### src/rtl/draw_sequencer.sv
// Sequences a full-screen fill followed by a shape draw, muxing the active
// stage's plot requests onto a registered, clipped VGA plot port.
module draw_sequencer #(
  parameter logic [2:0] FILL_COLOUR   = 3'b000,
  parameter int         PHASE_TIMEOUT = 20000
) (
  input  logic        clk,
  input  logic        rst,
  input  logic        start,
  output logic        done,
  output logic        err,
  output logic        fs_start,
  output logic [2:0]  fs_colour,
  input  logic        fs_done,
  input  logic [7:0]  fs_x,
  input  logic [6:0]  fs_y,
  input  logic [2:0]  fs_col,
  input  logic        fs_plot,
  output logic        sh_start,
  input  logic        sh_done,
  input  logic [7:0]  sh_x,
  input  logic [6:0]  sh_y,
  input  logic [2:0]  sh_col,
  input  logic        sh_plot,
  output logic [7:0]  vga_x,
  output logic [6:0]  vga_y,
  output logic [2:0]  vga_colour,
  output logic        vga_plot,
  output logic [14:0] plot_count
);

  localparam int               TMR_W    = $clog2(PHASE_TIMEOUT + 1);
  localparam logic [TMR_W-1:0] TMR_LAST = TMR_W'(PHASE_TIMEOUT - 1);
  localparam logic [14:0]      CNT_MAX  = 15'h7FFF;

  typedef enum logic [2:0] {IDLE, FILL, FILL_REL, SHAPE, FIN, ERR} state_t;

  state_t            state_q, state_d;
  logic [TMR_W-1:0]  timer_q, timer_d;
  logic [14:0]       plot_count_q, plot_count_d;
  logic [7:0]        vga_x_q, vga_x_d;
  logic [6:0]        vga_y_q, vga_y_d;
  logic [2:0]        vga_colour_q, vga_colour_d;
  logic              vga_plot_q, vga_plot_d;
  logic [7:0]        sel_x;
  logic [6:0]        sel_y;
  logic [2:0]        sel_col;
  logic              sel_plot;
  logic              timeout;

  always_comb begin
    state_d      = state_q;
    timer_d      = timer_q;
    plot_count_d = plot_count_q;
    sel_x        = fs_x;
    sel_y        = fs_y;
    sel_col      = fs_col;
    sel_plot     = 1'b0;
    timeout      = (timer_q == TMR_LAST);

    case (state_q)
      IDLE: begin
        if (start) begin
          state_d      = FILL;
          timer_d      = '0;
          plot_count_d = '0;
        end
      end
      FILL: begin
        sel_plot = fs_plot;
        // fs_done takes priority over a coincident timeout
        if (fs_done) begin
          state_d = FILL_REL;
          timer_d = '0;
        end else if (timeout) begin
          state_d = ERR;
        end else begin
          timer_d = timer_q + 1'b1;
        end
      end
      FILL_REL: begin
        state_d = SHAPE;
        timer_d = '0;
      end
      SHAPE: begin
        sel_x    = sh_x;
        sel_y    = sh_y;
        sel_col  = sh_col;
        sel_plot = sh_plot;
        if (sh_done) begin
          state_d = FIN;
        end else if (timeout) begin
          state_d = ERR;
        end else begin
          timer_d = timer_q + 1'b1;
        end
      end
      FIN, ERR: begin
        if (!start) state_d = IDLE;
      end
      default: state_d = IDLE;
    endcase

    // Off-screen requests still latch coordinates but never plot; a plot
    // sampled on the edge into ERR is suppressed so ERR shows vga_plot=0.
    vga_x_d      = sel_x;
    vga_y_d      = sel_y;
    vga_colour_d = sel_col;
    vga_plot_d   = sel_plot && (sel_x <= 8'd159) && (sel_y <= 7'd119) &&
                   (state_d != ERR);

    if (vga_plot_d && (plot_count_q != CNT_MAX)) begin
      plot_count_d = plot_count_q + 1'b1;
    end
  end

  always_ff @(posedge clk or posedge rst) begin
    if (rst) begin
      state_q      <= IDLE;
      timer_q      <= '0;
      plot_count_q <= '0;
      vga_x_q      <= '0;
      vga_y_q      <= '0;
      vga_colour_q <= '0;
      vga_plot_q   <= 1'b0;
    end else begin
      state_q      <= state_d;
      timer_q      <= timer_d;
      plot_count_q <= plot_count_d;
      vga_x_q      <= vga_x_d;
      vga_y_q      <= vga_y_d;
      vga_colour_q <= vga_colour_d;
      vga_plot_q   <= vga_plot_d;
    end
  end

  assign fs_start   = (state_q == FILL);
  assign sh_start   = (state_q == SHAPE);
  assign done       = (state_q == FIN) || (state_q == ERR);
  assign err        = (state_q == ERR);
  assign fs_colour  = FILL_COLOUR;
  assign vga_x      = vga_x_q;
  assign vga_y      = vga_y_q;
  assign vga_colour = vga_colour_q;
  assign vga_plot   = vga_plot_q;
  assign plot_count = plot_count_q;

endmodule

### config.mk
export PLATFORM = sky130hd
export DESIGN_NAME = draw_sequencer
export DESIGN_NICKNAME = d
export VERILOG_FILES = /design/src/rtl/draw_sequencer.sv
export SDC_FILE = /design/constraint.sdc
export NUM_CORES = 1
export LEC_CHECK = 0
export ABC_AREA = 1
export CORE_ASPECT_RATIO = 1.25
export CORE_UTILIZATION = 25
export DETAILED_ROUTE_END_ITERATION = 10
export DONT_BUFFER_PORTS = 1
export GPL_TIMING_DRIVEN = 0
export SYNTH_ARGS = -nofsm -noshare
export SYNTH_HDL_FRONTEND = slang
export SYNTH_SLANG_ARGS = --single-unit
export TNS_END_PERCENT = 1
### constraint.sdc
create_clock -name clk -period 1.7 [get_ports clk]
set_input_delay 0.425 -clock clk [delete_from_list [all_inputs] [get_ports clk]]
set_output_delay 0.425 -clock clk [all_outputs]
set_load 0.005 [all_outputs]
==> metrics.md <==
| Metric | Value |
|---|---|
| Gate count after technology mapping | `around 380` |
| Critical Path AT | `~2000 ps` |
| Share of synthesized flip-flops with an asynchronous set or reset | `100%` |
| Overall die height | `roughly 120 um` |
| Final setup skew | `about 8.6 ps` |
| Cell area after layout | `roughly 3800 sq um` |
| Tcrit/Tclk final | `107%` |
| Diode insertion count for antenna repair | `0` |
| Wire per inst | `14.3 um` |
| Count of boundary I/O pins | `between 80 and 90` |
| Part of the total power dissipated in combinational logic | `roughly two fifths` |
| FILL cells | `between 1000 and 1500` |
| TritonCTS clock tree | `built` |
| Number of enable flip-flop cells after synthesis | `0` |
| Via count of the first global-routing pass | `~2500` |
| Clock tree root driver cell | `clkbuf_16` |
| Net switching power | `around 0.0018 W` |
| Violation count after the first detailed-routing iteration | `130` |
| Clock period minus worst slack | `approximately 1800 ps` |
| Max-capacitance violation count | `0` |
| Most numerous cell types in the synthesized netlist | `nand2_1 (116), dfrtp_1 (52), inv_1 (42)` |
| Cell at the slowest stage of the critical path | `dfrtp_1` |
| Max Transition Viols Final | `0` |
| Peak supply drop | `approximately 0.49 mV` |
| Final setup TNS | `-1490 ps` |
| Post-synthesis sequential element count | `52` |
| Violated checks | `setup timing` |
| Pin count of the biggest net entering global routing | `37` |
| Routability cong. | `0.803` |
| Clk sink count | `52` |
| Number of buffers on the longest clock path | `2` |
| Largest cells by area after synthesis | `dfrtp_1 (44%), nand2_1 (15%), inv_1 (5.3%)` |
| Half-perimeter wire length after placement | `between 4 and 5 mm` |
| Synthesis-to-finish area growth | `29.0%` |
| Core Area | `~12000 sq um` |
| Synthesized area per cell | `a little under 8 sq um` |
| Most repeated cell in the gate-level netlist after synthesis | `nand2_1` |
| Sequential cell area | `approximately 1300 sq um` |
| Clock network fraction of total power | `between 20% and 30%` |
| Sequential area share after synthesis | `~44%` |
| Number of nets in the finished design | `465` |
| Post-detailed-routing wire length | `between 8 and 9 mm` |
| Residual overflow from global routing | `0` |
| Final Hold Fails | `0` |
| Area share of the largest cell type after synthesis | `between 40% and 50%` |
| Crit path largest cell delay | `about 400 ps` |
| Std cell rows | `44` |
| Multi-input combinational cell area | `about 1600 sq um` |
| Port-buffer cells | `0` |
| CTS Buf Count | `5` |
| Drt first pass iters | `4` |
| Count of vias placed by the detailed router | `2666` |
| Ratio of cells with drive above 1 in the final layout | `between 20% and 30%` |
| Least setup slack across all paths after layout | `-114 ps` |
| Critical path peak fanout | `6` |
| Capturing element type of the critical path | `flop` |
| Worst slack after detailed placement | `-316 ps` |
| GRT Overall Usage | `about 12%` |
| Initial antenna violation count | `0` |
| Pwr dens | `between 1000 and 1500 nW/um^2` |
| Top cell by count, worst path | `nand2_1` |
| Worst hold-check path type | `primary input to flop` |
| Instance area after placement | `between 3000 and 4000 sq um` |
| Distinct cell type count of the synthesized netlist | `39` |
| Antenna-violating nets left | `0` |
| Worst Setup Path Type | `flop to flop` |
| Primary flip-flop cell chosen by synthesis mapping | `dfrtp_1` |
| Worst Path Required | `1880 ps` |
| RSZ-0062 raised after global routing | `yes` |
| Leakage | `between 1.5 and 2 nW` |
| H-tree depth | `2` |
| Number of remaining DRC errors | `0` |
| Clock latency reported for the late side of the worst-skew pair | `~290 ps` |
| Synthesized area | `approximately 3000 sq um` |
| Worst-path cell chain | `inv_2, nand3_4, buf_6, o21ai_4, nand2_1, nand2_1, nand2_2, nor2_8, nand3_4, buf_4, nand3_1, nand2_1` |
| Routed vias/inst | `roughly 4.8` |
| Startpoint type of the worst setup path | `flop` |
| Die ar. | `around 12000 sq um` |
| Proportion of power drawn by flip-flops and latches | `a little over a third` |
| Status | `finished with violations` |
| Initial standard-cell utilization of the core | `between 20% and 30%` |
| Internal power summed over all cells | `between 0.002 and 0.003 W` |
| Switching share of power | `between 30% and 40%` |
| Chip width | `99.4 um` |
| Wire length of the first global-routing pass | `between 10 and 15 mm` |
| Warning count from the yosys run | `0` |
| Setup-violating endpoint count in the final report | `16` |
| Achievable Freq | `about 0.55 GHz` |
| Most area-hungry cell type in the Yosys netlist | `dfrtp_1` |
| Post-CTS clock slew at the launch and capture registers of the worst setup and hold paths | `roughly 70 ps` |
layout make-up:
| type | instances | share of cell area [%] |
|---|---|---|
| Sequential cell | 52 | 34.2 |
| Buffer | 13 | 3.24 |
| Tap cell | 138 | 4.52 |
| Inverter | 46 | 4.72 |
| Timing Repair Buffer | 37 | 8.58 |
| Clock buffer | 6 | 3.37 |
| Clock inverter | 2 | 0.426 |
| Multi-Input combinational cell | 265 | 40.9 |
layer usage:
metal	global-route usage [%]	wire [um]	up-vias
li1	-	-	1276
met1	13.5	3120	1304
met2	22.5	4530	75
met3	2.75	270	11
met4	4.23	89	0
met5	0	0	-
per-stage QoR:
step | hold slack [ps] | utilization (%) | power, W | std cells
floorplan | 449 | - | 0.00270 | 377
global placement | 469 | 27.2 | 0.00301 | 515
detailed placement | 314 | 27.4 | 0.00306 | 516
CTS | 234 | 31.6 | 0.00445 | 552
global route | 234 | 33.1 | 0.00495 | 559
finish | 239 | 33.1 | 0.00466 | 559
path summary, 6_finish.rpt:
check | start | to | slack [ps] | depth (start not counted)
worst min-delay path | sh_y[0] | vga_y[0] | 240 | 2
max in group asynchronous | rst | state_q[1] | 590 | 3
min in group asynchronous | rst | vga_x[1] | 570 | 2
worst max-delay path | state_q[2] | plot_count[11] | -110 | 12
worst max register to register | state_q[2] | plot_count[11] | -110 | 12
worst min register to register | timer_q[14] | timer_q[14] | 490 | 2
what timing repair did:
item	CTS	global route
cloned	2	1
pin swaps	17	22
gates resized for setup	29	41
buffers inserted	25	8
endpoints found under the setup margin	30	31
hold buffers	1	0
hold endpoints to repair	5	0
logic make-up after synthesis:
kind of cell	share of synthesized area, %
AO/OA/AOI/OAI	5.41
buffers and inverters	9.63
XOR/XNOR	3.84
other	0.127
flip-flops	43.9
AND/OR/NAND/NOR	36.2
adder cells (fa/ha/maj)	0.845
cells in the final DEF (no fill, tap or decap), types with 3 or more instances in the layout:
master / synthesis / layout
inv_2: 4 / 3
nor3_1: 11 / 9
clkbuf_16: 0 / 5
nor2_2: 1 / 7
conb_1: 1 / 3
nand3_4: 2 / 5
o21ai_0: 9 / 9
nand3_2: 10 / 9
nand3_1: 16 / 14
nand2_2: 3 / 14
nor2_1: 36 / 26
buf_12: 0 / 3
buf_4: 4 / 32
dfrtp_1: 52 / 47
nand4_1: 19 / 19
buf_6: 4 / 10
nand2_1: 116 / 103
a21oi_1: 5 / 5
inv_1: 42 / 41
xor2_1: 12 / 12
dfrtp_2: 0 / 5
nor2_4: 1 / 5
sequential cells by signal (all words and copies together), names as in the netlist:
name        cells
state_q         3
timer_q        15
plot_count     15
vga_colour      3
vga_x           8
vga_plot        1
vga_y           7
worst max-delay path: cells and delay by family, from the launching register on:
kind / cells / cell delay [ps]
AO/OA/AOI/OAI: 1 / 140
buffers and inverters: 3 / 450
AND/OR/NAND/NOR: 8 / 730
flip-flops: 1 / 400
power by group through the flow:
stage	Combinational (W)	Sequential, W	Clock (W)
after floorplan	0.00106	0.00164	0
after global placement	0.00131	0.00170	0
after detailed placement	0.00135	0.00171	0
after CTS	0.00170	0.00170	0.00105
after global routing	0.00212	0.00173	0.00110
final	0.00194	0.00171	0.00102
(Power assumes the default switching activity.)
